`src/rtl/i2c_pkg.sv`:
```
// Shared definitions for the I2C target register block: FSM state encoding
// and bus-level ACK/NACK values. Build option I2C_TARGET_FILTER_EN is
// consumed by i2c_line_sync.
package i2c_pkg;

  // FSM state encoding, kept as plain constants for legacy tooling.
  localparam logic [3:0] ST_IDLE      = 4'd0;
  localparam logic [3:0] ST_ADDR      = 4'd1;
  localparam logic [3:0] ST_ADDR_ACK  = 4'd2;
  localparam logic [3:0] ST_PTR       = 4'd3;
  localparam logic [3:0] ST_PTR_ACK   = 4'd4;
  localparam logic [3:0] ST_WDATA     = 4'd5;
  localparam logic [3:0] ST_WDATA_ACK = 4'd6;
  localparam logic [3:0] ST_RDATA     = 4'd7;
  localparam logic [3:0] ST_RACK_WAIT = 4'd8;
  localparam logic [3:0] ST_IGNORE    = 4'd9;

  // Level seen on SDA during the acknowledge bit.
  localparam logic I2C_ACK  = 1'b0;
  localparam logic I2C_NACK = 1'b1;

endpackage

```
`src/rtl/i2c_line_sync.sv`:
```
// Input conditioning for one open-drain I2C line: 2-flop synchronizer,
// optional glitch filter (enabled by defining I2C_TARGET_FILTER_EN), and
// rise/fall detection on the conditioned level.
module i2c_line_sync #(
  parameter int FILTER_CYCLES = 3
) (
  input  logic ICE_CLK,
  input  logic ICE_RST,
  input  logic pin,
  output logic level,
  output logic rise,
  output logic fall
);

`ifdef I2C_TARGET_FILTER_EN
  localparam bit FILTER_ON = 1'b1;
`else
  localparam bit FILTER_ON = 1'b0;
`endif
  localparam int DEPTH = FILTER_ON ? FILTER_CYCLES : 0;
  localparam int CW    = (DEPTH > 1) ? $clog2(DEPTH) : 1;

  logic meta;
  logic synced;
  logic filt;
  logic prev;

  // Two-flop synchronizer; resets to the idle (pulled-up) bus level so no
  // false edge appears when reset is released.
  always_ff @(posedge ICE_CLK) begin
    // NOTE: sequential state uses non-blocking assignments so every flop
    // samples pre-edge values regardless of statement order.
    if (ICE_RST) begin
      meta   <= 1'b1;
      synced <= 1'b1;
    end else begin
      meta   <= pin;
      synced <= meta;
    end
  end

  generate
    if (DEPTH > 0) begin : g_filter
      logic [CW-1:0] cnt;

      // Accept a new level only after DEPTH consecutive differing samples.
      always_ff @(posedge ICE_CLK) begin
        if (ICE_RST) begin
          filt <= 1'b1;
          cnt  <= '0;
        end else if (synced == filt) begin
          cnt <= '0;
        end else if (cnt == CW'(DEPTH - 1)) begin
          filt <= synced;
          cnt  <= '0;
        end else begin
          cnt <= cnt + 1'b1;
        end
      end
    end else begin : g_bypass
      assign filt = synced;
    end
  endgenerate

  // Previous conditioned level for edge detection.
  always_ff @(posedge ICE_CLK) begin
    if (ICE_RST) prev <= 1'b1;
    else         prev <= filt;
  end

  assign level = filt;
  assign rise  = filt & ~prev;
  assign fall  = ~filt & prev;

endmodule

```
`src/rtl/i2c_target_regs.sv`:
```
// I2C target exposing a small register file to the Pi initiator.
// Write: START, addr+W, pointer, data..., STOP. Read: set pointer, then
// repeated START, addr+R, data... with the pointer auto-incrementing.
// Build option I2C_TARGET_FILTER_EN adds a glitch filter on both lines.
module i2c_target_regs
  import i2c_pkg::*;
#(
  parameter logic [6:0] TARGET_ADDR   = 7'h42,
  parameter int         REG_COUNT     = 8,
  parameter int         FILTER_CYCLES = 3,
  localparam int        AW            = $clog2(REG_COUNT)
) (
  input  logic                   ICE_CLK,
  input  logic                   ICE_RST,
  input  logic                   sda_di,
  input  logic                   scl_di,
  output logic                   sda_oe,
  output logic [8*REG_COUNT-1:0] regs_flat,
  output logic                   wr_strobe,
  output logic [AW-1:0]          wr_addr,
  output logic                   busy
);

  logic sda_lvl, sda_rise, sda_fall;
  logic scl_lvl, scl_rise, scl_fall;

  i2c_line_sync #(.FILTER_CYCLES(FILTER_CYCLES)) u_sda_sync (
    .ICE_CLK (ICE_CLK),
    .ICE_RST (ICE_RST),
    .pin     (sda_di),
    .level   (sda_lvl),
    .rise    (sda_rise),
    .fall    (sda_fall)
  );

  i2c_line_sync #(.FILTER_CYCLES(FILTER_CYCLES)) u_scl_sync (
    .ICE_CLK (ICE_CLK),
    .ICE_RST (ICE_RST),
    .pin     (scl_di),
    .level   (scl_lvl),
    .rise    (scl_rise),
    .fall    (scl_fall)
  );

  logic          start_det, stop_det;
  logic [3:0]    state;
  logic [2:0]    bit_cnt;
  logic [7:0]    shreg;
  logic [7:0]    rx_byte;
  logic [AW-1:0] ptr;
  logic          rd_mode;
  logic [7:0]    regs [REG_COUNT];

  assign start_det = sda_fall & scl_lvl;
  assign stop_det  = sda_rise & scl_lvl;
  assign rx_byte   = {shreg[6:0], sda_lvl};

  // Protocol FSM, shift register, pointer and register file.
  always_ff @(posedge ICE_CLK) begin
    if (ICE_RST) begin
      state     <= ST_IDLE;
      bit_cnt   <= '0;
      shreg     <= '0;
      ptr       <= '0;
      rd_mode   <= 1'b0;
      sda_oe    <= 1'b0;
      busy      <= 1'b0;
      wr_strobe <= 1'b0;
      wr_addr   <= '0;
      // NOTE: the register file is reset on purpose; software relies on it
      // reading back zero, so it cannot be mapped to a reset-less RAM.
      for (int i = 0; i < REG_COUNT; i++) regs[i] <= 8'h00;
    end else begin
      wr_strobe <= 1'b0;
      if (start_det) begin
        state   <= ST_ADDR;
        bit_cnt <= '0;
        sda_oe  <= 1'b0;
        busy    <= 1'b0;
      end else if (stop_det) begin
        state  <= ST_IDLE;
        sda_oe <= 1'b0;
        busy   <= 1'b0;
      end else begin
        case (state)
          ST_ADDR: if (scl_rise) begin
            shreg   <= rx_byte;
            bit_cnt <= bit_cnt + 3'd1;
            if (bit_cnt == 3'd7) begin
              if (rx_byte[7:1] == TARGET_ADDR) begin
                state   <= ST_ADDR_ACK;
                rd_mode <= rx_byte[0];
                busy    <= 1'b1;
              end else begin
                state <= ST_IGNORE;
              end
            end
          end
          // First SCL fall starts the ACK, second fall ends it.
          ST_ADDR_ACK: if (scl_fall) begin
            bit_cnt <= '0;
            if (!sda_oe) begin
              sda_oe <= ~I2C_ACK;
            end else if (rd_mode) begin
              shreg  <= regs[ptr];
              sda_oe <= ~regs[ptr][7];
              state  <= ST_RDATA;
            end else begin
              sda_oe <= 1'b0;
              state  <= ST_PTR;
            end
          end
          ST_PTR: if (scl_rise) begin
            shreg   <= rx_byte;
            bit_cnt <= bit_cnt + 3'd1;
            if (bit_cnt == 3'd7) begin
              ptr   <= rx_byte[AW-1:0];
              state <= ST_PTR_ACK;
            end
          end
          ST_PTR_ACK: if (scl_fall) begin
            bit_cnt <= '0;
            if (!sda_oe) begin
              sda_oe <= ~I2C_ACK;
            end else begin
              sda_oe <= 1'b0;
              state  <= ST_WDATA;
            end
          end
          ST_WDATA: if (scl_rise) begin
            shreg   <= rx_byte;
            bit_cnt <= bit_cnt + 3'd1;
            if (bit_cnt == 3'd7) state <= ST_WDATA_ACK;
          end
          // The byte is committed on the fall that starts the ACK.
          ST_WDATA_ACK: if (scl_fall) begin
            bit_cnt <= '0;
            if (!sda_oe) begin
              sda_oe     <= ~I2C_ACK;
              regs[ptr]  <= shreg;
              wr_strobe  <= 1'b1;
              wr_addr    <= ptr;
              ptr        <= ptr + 1'b1;
            end else begin
              sda_oe <= 1'b0;
              state  <= ST_WDATA;
            end
          end
          // Entered on an SCL fall with bit 7 already driven; bit_cnt counts
          // rises, so a fall seen with bit_cnt wrapped to 0 ends the byte.
          ST_RDATA: begin
            if (scl_rise) bit_cnt <= bit_cnt + 3'd1;
            if (scl_fall) begin
              if (bit_cnt == 3'd0) begin
                sda_oe <= 1'b0;
                ptr    <= ptr + 1'b1;
                state  <= ST_RACK_WAIT;
              end else begin
                shreg  <= {shreg[6:0], 1'b0};
                sda_oe <= ~shreg[6];
              end
            end
          end
          // A fall here always follows an ACK rise, since NACK leaves first.
          ST_RACK_WAIT: begin
            if (scl_rise && sda_lvl == I2C_NACK) begin
              state <= ST_IGNORE;
              busy  <= 1'b0;
            end else if (scl_fall) begin
              shreg   <= regs[ptr];
              sda_oe  <= ~regs[ptr][7];
              bit_cnt <= '0;
              state   <= ST_RDATA;
            end
          end
          ST_IDLE, ST_IGNORE: ;
          default: state <= ST_IDLE;
        endcase
      end
    end
  end

  // Flatten the register file onto the output bus.
  always_comb begin
    // NOTE: a default assignment first keeps combinational blocks latch-free.
    regs_flat = '0;
    for (int i = 0; i < REG_COUNT; i++) regs_flat[8*i +: 8] = regs[i];
  end

endmodule

```
`config.mk`:
```
export PLATFORM = sky130hd
export DESIGN_NAME = i2c_target_regs
export DESIGN_NICKNAME = d
export VERILOG_FILES = /design/src/rtl/i2c_pkg.sv /design/src/rtl/i2c_line_sync.sv /design/src/rtl/i2c_target_regs.sv
export SDC_FILE = /design/constraint.sdc
export NUM_CORES = 1
export LEC_CHECK = 0
export ABC_CLOCK_PERIOD_IN_PS = 5600
export CORE_UTILIZATION = 42
export CTS_BUF_LIST = sky130_fd_sc_hd__clkbuf_8
export CTS_CLUSTER_SIZE = 25
export DETAILED_ROUTE_END_ITERATION = 16
export DONT_BUFFER_PORTS = 1
export GPL_TIMING_DRIVEN = 0
export RECOVER_POWER = 25
export SYNTH_ARGS = -nofsm -noshare
export SYNTH_HDL_FRONTEND = slang
export SYNTH_SLANG_ARGS = --single-unit
```
`constraint.sdc`:
```
create_clock -name ICE_CLK -period 5.6 [get_ports ICE_CLK]
set_clock_uncertainty 0.15 [all_clocks]
set_input_delay 0.56 -clock ICE_CLK [delete_from_list [all_inputs] [get_ports ICE_CLK]]
set_output_delay 0.56 -clock ICE_CLK [all_outputs]
set_load 0.01 [all_outputs]
```
==> flow_metrics.env, run 1 <==
export IMPL_worstSkewPairLatency_ns=0.37
export IMPL_drt_pass1_iter_count=4
export IMPL_vias=3300
export IMPL_instances_no_fill=570
export IMPL_dp_hpwl_mm=9.04
export IMPL_crit_chain="clkbuf_1 > and2b_1 > nand4_1 > or3b_1 > buf_6 > o21ai_0"
export IMPL_worst_slew_pin_transition_ns=1.32
export IMPL_cp_top_family="compound AO/OA/AOI/OAI gates"
export IMPL_hold_class="input pin to register"
export IMPL_synth_nets=418
export IMPL_syn2layout_area_growth_pct=7.33
export IMPL_ys_async_sr_fraction=0
export IMPL_die_width_um=111
export IMPL_row_count=39
export IMPL_hold_violations=0
export IMPL_leakagePower_nw=1.78
export IMPL_final_util=0.464
export IMPL_finalCritPeriodShare=0.612
export IMPL_clk_pin_slew_worst_paths_ns=0.10
export IMPL_fill_cells=1040
export IMPL_grt_max_degree=17
export IMPL_ys_warn_count=0
export IMPL_pin_count=74
export IMPL_final_layout_size_suffix_gt1_frac=0.169
export IMPL_status="completed"
export IMPL_grt_ovfl_total=0
export IMPL_coreArea_um2=11500
export IMPL_post_cts_setup_buffer_count=0
export IMPL_seqCellArea_um2=2600
export IMPL_antenna_found_initial=0
export IMPL_critPathRequiredTime_ns=5.43
export IMPL_relSlewSlack=0.110
export IMPL_synth_seq_cells=98
export IMPL_grt_pass1_wl_mm=19.1
export IMPL_wl_mm=12.0
export IMPL_clockBufferDepth=2
export IMPL_numCtsBuffers=9
export IMPL_multi_input_area_um2=2150
export IMPL_critPathLaunchType="register"
export IMPL_setup_tns_ns=0
export IMPL_antenna_cells=0
export IMPL_synth_main_ff_cell="edfxtp_1"
export IMPL_syn_avg_cell_area_um2=12.1
export IMPL_slowest_delay_ns=1.03
export IMPL_crit_type="register to register"
export IMPL_layout_min_cycle_time_ns=3.43
export IMPL_dr_first_iter_drc_count=223
export IMPL_yosysUniqueCellTypes=67
export IMPL_endpoint_kind="register"
export IMPL_slowest_stage="o21ai_0"
export IMPL_crit_fanout=10
export IMPL_syn_inst=410
export IMPL_post_place_cells=554
export IMPL_dieArea_um2=12200
export IMPL_gp_congestion=0.914
export IMPL_io_buffers=0
export IMPL_cp_num_buf_inv=2
export IMPL_maxCapViolations=0
export IMPL_ys_seq_area_frac=0.525
export IMPL_synth_area_um2=4950
export IMPL_p_per_area_nw_per_um2=247
export IMPL_rsz0062_at_grt="no"
export IMPL_ir_worst_vdd_mv=0.182
export IMPL_start_util=0.432
export IMPL_cts_tree="done"
export IMPL_first_global_vias=3256
export IMPL_maxSlewViolCount=0
export IMPL_die_h_um=111
export IMPL_route_detailed_drc=0
export IMPL_cts_hold_buffers=0
export IMPL_grtUsageTotal=0.204
export IMPL_vias_per_cell=5.79
export IMPL_cts_resized=0
export IMPL_postRouteAntennaNets=0
export IMPL_cp_arrival_ns=3.26
export IMPL_cts_root_buffer="clkbuf_8"
export IMPL_routedWlPerCell_um=21.0
export IMPL_clock_sinks=98
export IMPL_htree_levels=3
export IMPL_setup_viol=0
export IMPL_num_nets_final=430
export IMPL_synth_edf_count=64
export IMPL_max_freq_ghz=0.292
==> cell usage after synthesis (all sizes together), types with 2 or more instances <==
| master | instances | area (um2) |
|---|---|---|
| clkbuf | 14 | 52.6 |
| dfxtp | 34 | 681 |
| and3b | 2 | 21.3 |
| and2b | 4 | 32.5 |
| and2 | 65 | 407 |
| or3b | 2 | 20.0 |
| nand3 | 3 | 15.0 |
| nor3 | 7 | 62.6 |
| o21ai | 9 | 45.0 |
| inv | 6 | 22.5 |
| buf | 16 | 106 |
| and4b | 2 | 20.0 |
| edfxtp | 64 | 1920 |
| nand2b | 4 | 25.0 |
| nor4b | 3 | 32.5 |
| a21oi | 19 | 95.1 |
| nand2 | 25 | 93.8 |
| a2111oi | 5 | 71.3 |
| o21a | 3 | 22.5 |
| o211ai | 2 | 15.0 |
| nor3b | 3 | 22.5 |
| nor4 | 3 | 33.8 |
| ha | 4 | 50.1 |
| a32o | 2 | 20.0 |
| mux2i | 14 | 140 |
| mux4 | 16 | 360 |
| o2111a | 2 | 22.5 |
| or3 | 3 | 18.8 |
| a311oi | 2 | 17.5 |
| or2 | 10 | 62.6 |
| o21bai | 2 | 15.0 |
| nor2 | 28 | 138 |
| o31ai | 3 | 22.5 |
| a22o | 7 | 61.3 |
| nor2b | 5 | 31.3 |
| a211oi | 4 | 35.0 |
==> cell usage in the layout (no fill, tap or decap), drive strengths merged, types with 3 or more instances in the layout <==
master / count
mux2i: 14
nor2b: 5
nor3b: 3
o31ai: 3
a21oi: 19
o21ai: 9
and2b: 4
ha: 4
a2111oi: 5
nor4: 3
mux4: 16
or2: 10
nand2: 25
nor4b: 3
nor2: 28
inv: 7
clkbuf: 24
buf: 16
nor3: 7
or3: 3
dfxtp: 34
a211oi: 4
nand3: 3
nand2b: 4
clkinv: 3
edfxtp: 64
o21a: 3
and2: 65
a22o: 7
==> layout make-up <==
class | count | share of cell area
buffer | 30 | 0.0297
clock inverter | 7 | 0.0129
tap | 143 | 0.0337
timing repair buffer | 1 | 0.00141
inverter | 6 | 0.00424
sequential | 98 | 0.490
multi-input combinational | 276 | 0.405
clock buffer | 9 | 0.0233
==> sequential cells by signal, summed over array words and instances, names as in the netlist, 3 cells and up, named ones only <==
register / flops
bit_cnt: 3
ptr: 3
regs: 64
shreg: 8
state: 4
wr_addr: 3
==> power by group <==
group          internal (W)  switching, W  total (W)
clock network      0.000206      0.000254   0.000460
logic             0.0000149     0.0000292  0.0000442
registers          0.000788     0.0000233   0.000812
==> worst paths after layout <==
| kind | slack (ns) | from | cells after the start | endpoint |
|---|---|---|---|---|
| setup reg to reg | 2.17 | state[2] | 6 | regs[3][3] |
| setup / recovery | 2.17 | state[2] | 6 | regs[3][3] |
| hold reg to reg | 0.27 | u_sda_sync.meta | 1 | u_sda_sync.level |
| hold / removal | 0.14 | sda_di | 1 | u_sda_sync.meta |
==> logic make-up after synthesis <==
group / share of synthesized area
buffers and inverters: 0.0366
and+or+nand+nor: 0.218
AOI/OAI and AO/OA: 0.108
muxes: 0.101
adders and majority gates: 0.0101
DFF: 0.525
==> metrics by stage <==
step / area [um2] / total power [W] / hold slack (ns) / worst slack, ns
after floorplan: 4950 / 0.000854 / 0.239 / 3.09
after global placement: 5130 / 0.000871 / 0.245 / 2.44
after detailed placement: 5140 / 0.000874 / 0.252 / 2.45
after CTS: 5330 / 0.00132 / 0.127 / 2.42
after global routing: 5320 / 0.00135 / 0.118 / 1.94
final: 5320 / 0.00132 / 0.140 / 2.17
==> routing by layer <==
layer | global-route usage | up-vias | wire length, um
met4 | 0.0542 | 0 | 150
li1 | - | 1539 | -
met3 | 0.0516 | 12 | 736
met1 | 0.283 | 1641 | 5450
met2 | 0.317 | 108 | 5650
met5 | 0 | - | 0
Note: power is estimated with default switching activity, not from simulation.
==> inputs of run 2 (changes only) <==
Settings changed: ABC_AREA from default to 1, ABC_CLOCK_PERIOD_IN_PS 5600 to 3300.
Clock period 5.6 ns to 3.3 ns, I/O delays scaled along.
==> run 2 against run 1 <==
- clock-buffer cell count grew 1
- register-to-register slack lost 1.3 ns
- power increased by 110%
- sequential share of layout area rose by 2.2 points
- via count up 16%
- utilization is 0.40 points higher
- final cell count rose by 27%
- clock power rose by 65%
- final area down 4.2%
- critical endpoint is now regs[0][1]
==> flow_metrics.env, run 2 <==
export IMPL_status="completed"
export IMPL_synth_main_ff_cell="edfxtp_1"
export IMPL_clock_sinks=98
export IMPL_leakagePower_nw=2.00
export IMPL_dr_wl_met2_mm=6.00
export IMPL_synth_edf_count=64
export IMPL_worst_path_stages=9
export IMPL_critPathRequiredTime_ns=3.18
export IMPL_grt_pass1_wl_mm=19.7
export IMPL_crit_chain="nor2_2 > inv_2 > nor2_1 > inv_2 > nor2_4 > inv_2 > nor3_4 > nand2_4 > nand2_1"
export IMPL_wl_met3_um=932
export IMPL_setup_viol=0
export IMPL_finalCritPeriodShare=0.751
export IMPL_cts_root_buffer="clkbuf_8"
export IMPL_syn_avg_cell_area_um2=8.32
export IMPL_synth_common_cells="nor2_1, nand2_1, edfxtp_1"
export IMPL_synth_area_um2=4710
export IMPL_fill_cells=1086
export IMPL_dr_first_iter_drc_count=214
export IMPL_endpoint_kind="register"
export IMPL_netlist_area_leader_share=0.408
export IMPL_critPathLaunchType="register"
export IMPL_critPathLaunch="u_scl_sync.level"
export IMPL_hold_class="input pin to register"
export IMPL_vias_per_cell=5.28
export IMPL_relSlewSlack=0.525
export IMPL_worstRegToRegCells=9
export IMPL_cp_arrival_ns=2.35
export IMPL_r2r_start="u_scl_sync.level"
export IMPL_largest_register_ffs=64
export IMPL_cp_top_family="simple AND/OR/NAND/NOR gates"
export IMPL_coreArea_um2=10900
export IMPL_hp_start="ICE_RST"
export IMPL_ys_async_sr_fraction=0
export IMPL_rsz0062_at_grt="no"
export IMPL_syn2layout_area_growth_pct=8.13
export IMPL_grt_max_degree=19
export IMPL_cp_endpoint="regs[0][1]"
export IMPL_ys_seq_area_frac=0.553
export IMPL_synth_nets=574
export IMPL_row_count=38
export IMPL_syn_inst=566
export IMPL_antenna_found_initial=0
export IMPL_rrSetupSlack_ns=0.82
export IMPL_wl_mm=12.6
export IMPL_hold_violations=0
export IMPL_crit_path_frequent_cell="inv_2"
export IMPL_p_per_area_nw_per_um2=534
export IMPL_yosys_top_cells_area="edfxtp_1, dfxtp_1, nor2_1"
export IMPL_cts_resized=0
export IMPL_grtUsageTotal=0.226
export IMPL_multi_input_area_um2=1840
export IMPL_final_util=0.468
export IMPL_post_cts_setup_buffer_count=0
export IMPL_synth_seq_cells=98
export IMPL_synth_most_common_cell="nor2_1"
export IMPL_die_h_um=108
export IMPL_first_global_vias=3718
export IMPL_worstSkewPairLatency_ns=0.37
export IMPL_cp_num_buf_inv=3
export IMPL_drt_pass1_iter_count=5
export IMPL_postRouteAntennaNets=0
export IMPL_num_nets_final=587
export IMPL_vias=3825
export IMPL_final_layout_size_suffix_gt1_frac=0.0856
export IMPL_crit_type="register to register"
export IMPL_layout_common_cells="nor2_1, nand2_1, edfxtp_1, o21ai_0, inv_1"
export IMPL_final_common_cell="nor2_1"
export IMPL_setup_tns_ns=0
export IMPL_slowest_delay_ns=0.41
export IMPL_cts_tree="done"
export IMPL_start_util=0.432
export IMPL_r2r_end="regs[0][1]"
export IMPL_clk_pin_slew_worst_paths_ns=0.10
export IMPL_top_regs="regs x64, shreg x8, state x4"
export IMPL_dieArea_um2=11600
export IMPL_clockBufferDepth=2
export IMPL_die_width_um=108
export IMPL_maxSlewViolCount=0
export IMPL_maxUsedRoutingLayer="met4"
export IMPL_htree_levels=3
export IMPL_maxCapViolations=0
export IMPL_numCtsBuffers=9
export IMPL_gp_congestion=0.900
export IMPL_seqCellArea_um2=2600
export IMPL_setup_slack_ns=0.823
export IMPL_layout_min_cycle_time_ns=2.48
export IMPL_ys_warn_count=0
export IMPL_routedWlPerCell_um=17.5
export IMPL_synth_top_area_cell="edfxtp_1"
export IMPL_yosysUniqueCellTypes=31
export IMPL_worst_slew_pin_transition_ns=0.712
export IMPL_regMostFlops="regs"
export IMPL_ir_worst_vdd_mv=0.269
export IMPL_post_dp_cell_area_um2=4880
export IMPL_whs_ns=0.236
export IMPL_dp_hpwl_mm=9.56
export IMPL_pin_count=74
export IMPL_antenna_cells=0
export IMPL_slowest_stage="nor3_4"
export IMPL_crit_fanout=9
export IMPL_route_detailed_drc=0
export IMPL_pre_cts_ws_ns=0.815
export IMPL_io_buffers=0
export IMPL_grt_ovfl_total=0
export IMPL_final_area_um2=5090
export IMPL_wl_met1_mm=5.41
export IMPL_max_freq_ghz=0.404
run 2: cell count changes after synthesis, moves of 16 or more:
cell	change
mux4_2	-16
nand2_1	+68
inv_1	+30
and2_1	-65
nor2_1	+139
nand3_1	+26
o21ai_0	+44
run 2: worst min-delay path by stage:
stage	endpoint	slack (ns)	cells after the start
after floorplan	u_scl_sync.level	0.24	1
after global placement	u_scl_sync.level	0.24	1
after detailed placement	u_sda_sync.level	0.25	1
after CTS	wr_strobe	0.25	2
after global routing	wr_strobe	0.28	2
final	wr_strobe	0.24	2
run 2: logic make-up (layout without fill, tap and decap cells):
family	count (synthesis)	in the layout	share of synthesized area
AOI/OAI and AO/OA	87	87	0.104
xor gates and xnor gates	1	1	0.00186
adders and majority gates	4	4	0.0106
buffers and inverters	68	86	0.0561
DFF	98	98	0.553
and+or+nand+nor	308	308	0.275
run 2: layout make-up:
| type | count | share of cell area |
|---|---|---|
| Buffer | 18 | 0.0150 |
| Timing Repair Buffer | 2 | 0.00393 |
| Tap cell | 140 | 0.0344 |
| Clock buffer | 10 | 0.0270 |
| Sequential cell | 98 | 0.511 |
| Clock inverter | 6 | 0.00983 |
| Inverter | 50 | 0.0369 |
| Multi-Input combinational cell | 400 | 0.362 |
run 2: through the flow:
stage / total power (W) / instances
floorplan: 0.00183 / 566
CTS: 0.00272 / 724
global route: 0.00285 / 724
finish: 0.00272 / 724
detailed placement: 0.00198 / 706
global placement: 0.00197 / 706
run 2: what timing repair did:
item	in CTS	in global routing
setup endpoints to repair	0	0
hold buffers	2	0
hold endpoints to repair	2	0
run 2: layer usage:
metal,vias up,track usage
met3,24,0.0448
met5,-,0
met1,1779,0.285
met4,0,0.0861
met2,147,0.380
li1,1875,-
run 2: power by group:
part / switching (W) / internal, W / total [W] / leakage (nW)
clock network: 0.000451 / 0.000308 / 0.000759 / 0.101
logic: 0.000369 / 0.000152 / 0.000520 / 0.959
registers: 0.0000739 / 0.00136 / 0.00144 / 0.937
==> inputs of run 3 (changes only) <==
Settings changed: ABC_AREA 1 to 0, ABC_CLOCK_PERIOD_IN_PS 3300 to 2570.
Clock period 3.3 ns to 2.57 ns, I/O delays scaled along.
==> run 3 against run 2 <==
- combinational power is 80% lower
- sequential cell count stayed put
- highest routed layer unchanged
- final area is 6.0% higher
- power is 5.3% higher
- global-route usage is 2.1 points lower
- setup slack worse by 0.73 ns
==> flow_metrics.env, run 3 (synthesis results as in run 1) <==
export IMPL_clk_pin_slew_worst_paths_ns=0.10
export IMPL_critPathLaunchType="register"
export IMPL_critPathLaunch="state[2]"
export IMPL_post_place_cells=554
export IMPL_whs_ns=0.269
export IMPL_largest_register_ffs=64
export IMPL_crit_fanout=10
export IMPL_num_nets_final=434
export IMPL_grt_ovfl_total=0
export IMPL_dr_first_iter_drc_count=220
export IMPL_final_util=0.470
export IMPL_setup_viol=0
export IMPL_ir_worst_vdd_mv=0.391
export IMPL_start_util=0.432
export IMPL_vias=3311
export IMPL_drt_pass1_iter_count=5
export IMPL_dp_hpwl_mm=9.04
export IMPL_max_freq_ghz=0.403
export IMPL_routedWlPerCell_um=21.0
export IMPL_vias_per_cell=5.77
export IMPL_htree_levels=3
export IMPL_clock_sinks=98
export IMPL_grt_pass1_wl_mm=19.2
export IMPL_final_area_um2=5400
export IMPL_setup_tns_ns=0
export IMPL_worstSkewPairLatency_ns=0.37
export IMPL_grtUsageTotal=0.205
export IMPL_postRouteAntennaNets=0
export IMPL_io_buffers=0
export IMPL_hold_violations=0
export IMPL_finalCritPeriodShare=0.965
export IMPL_regMostFlops="regs"
export IMPL_worst_slew_pin_transition_ns=0.709
export IMPL_numCtsBuffers=9
export IMPL_wl_mm=12.0
export IMPL_r2r_start="state[2]"
export IMPL_critPathRequiredTime_ns=2.43
export IMPL_row_count=39
export IMPL_fill_cells=1030
export IMPL_cp_endpoint="regs[3][7]"
export IMPL_maxCapViolations=0
export IMPL_p_per_area_nw_per_um2=531
export IMPL_cp_arrival_ns=2.34
export IMPL_die_h_um=111
export IMPL_rrSetupSlack_ns=0.09
export IMPL_antenna_cells=0
export IMPL_layout_common_cells="and2_1, edfxtp_1, dfxtp_1, nand2_1, nor2_1"
export IMPL_r2r_end="regs[3][7]"
export IMPL_cts_tree="done"
export IMPL_pin_count=74
export IMPL_final_layout_size_suffix_gt1_frac=0.193
export IMPL_syn2layout_area_growth_pct=8.92
export IMPL_cts_root_buffer="clkbuf_8"
export IMPL_crit_type="register to register"
export IMPL_leakagePower_nw=1.82
export IMPL_maxSlewViolCount=0
export IMPL_slowest_delay_ns=0.45
export IMPL_dieArea_um2=12200
export IMPL_hold_class="register to register"
export IMPL_clockBufferDepth=2
export IMPL_post_dp_cell_area_um2=5140
export IMPL_relSlewSlack=0.527
export IMPL_route_detailed_drc=0
export IMPL_status="completed"
export IMPL_coreArea_um2=11500
export IMPL_worstRegToRegCells=6
export IMPL_layout_min_cycle_time_ns=2.48
export IMPL_top_regs="regs x64, shreg x8, state x4"
export IMPL_slowest_stage="o21ai_2"
export IMPL_first_global_vias=3281
export IMPL_die_width_um=111
export IMPL_rsz0062_at_grt="no"
export IMPL_final_common_cell="and2_1"
export IMPL_instances_no_fill=574
export IMPL_grt_max_degree=17
export IMPL_antenna_found_initial=0
export IMPL_crit_chain="buf_2 > and2b_1 > nand4_4 > or3b_1 > buf_6 > o21ai_2"
export IMPL_endpoint_kind="register"
export IMPL_gp_congestion=0.914
==> run 3: area by class of cell <==
class	count	area, um2	share of cell area
multi-input cells	276	2200	0.407
inverters	6	22.5	0.00417
clock buffers	9	124	0.0230
well taps	143	179	0.0332
flip-flops and latches	98	2600	0.482
plain buffers	30	159	0.0295
repair buffers	5	42.5	0.00788
clock inverters	7	68.8	0.0128
==> run 3: worst min path at each step <==
| stage | start | endpoint | cells after the start |
|---|---|---|---|
| 2_1_floorplan | scl_di | u_scl_sync.meta | 1 |
| 3_3_place_gp | scl_di | u_scl_sync.meta | 1 |
| 3_5_place_dp | sda_di | u_sda_sync.meta | 1 |
| 4_1_cts | u_sda_sync.meta | u_sda_sync.level | 1 |
| 5_1_grt | u_sda_sync.meta | u_sda_sync.level | 1 |
| 6_report | u_sda_sync.meta | u_sda_sync.level | 1 |
==> run 3: critical path, delay by kind of cell (launching register included) <==
family / cells / cell delay [ns]
AOI/OAI and AO/OA: 1 / 0.45
buffers and inverters: 2 / 0.39
DFF: 1 / 0.32
and+or+nand+nor: 3 / 0.82
==> run 3: what timing repair did <==
action	in CTS	in global routing
hold buffers	2	0
gates resized for setup	14	2
pin swaps	0	2
gates cloned	0	0
endpoints found under the hold margin	2	0
buffers inserted	0	2
endpoints found under the setup margin	64	21
==> run 3: metal layers <==
layer | vias up | GRT usage | share of wire
met2 | 106 | 0.319 | 0.47
met3 | 11 | 0.0516 | 0.061
met1 | 1641 | 0.284 | 0.46
met5 | - | 0 | 0
met4 | 0 | 0.0542 | 0.013
li1 | 1553 | - | -
==> run 3: through the flow <==
step           setup WS, ns  total power (W)
2_1_floorplan        0.0611          0.00186
3_3_place_gp         -0.592          0.00190
3_5_place_dp         -0.583          0.00190
4_1_cts              0.0255          0.00289
5_1_grt            0.000793          0.00296
6_report             0.0901          0.00286
==> run 3: report_power, final <==
| part | total (W) | internal (W) | switching, W |
|---|---|---|---|
| registers | 0.00177 | 0.00172 | 0.0000508 |
| clock network | 0.000993 | 0.000448 | 0.000546 |
| logic | 0.000103 | 0.0000370 | 0.0000659 |
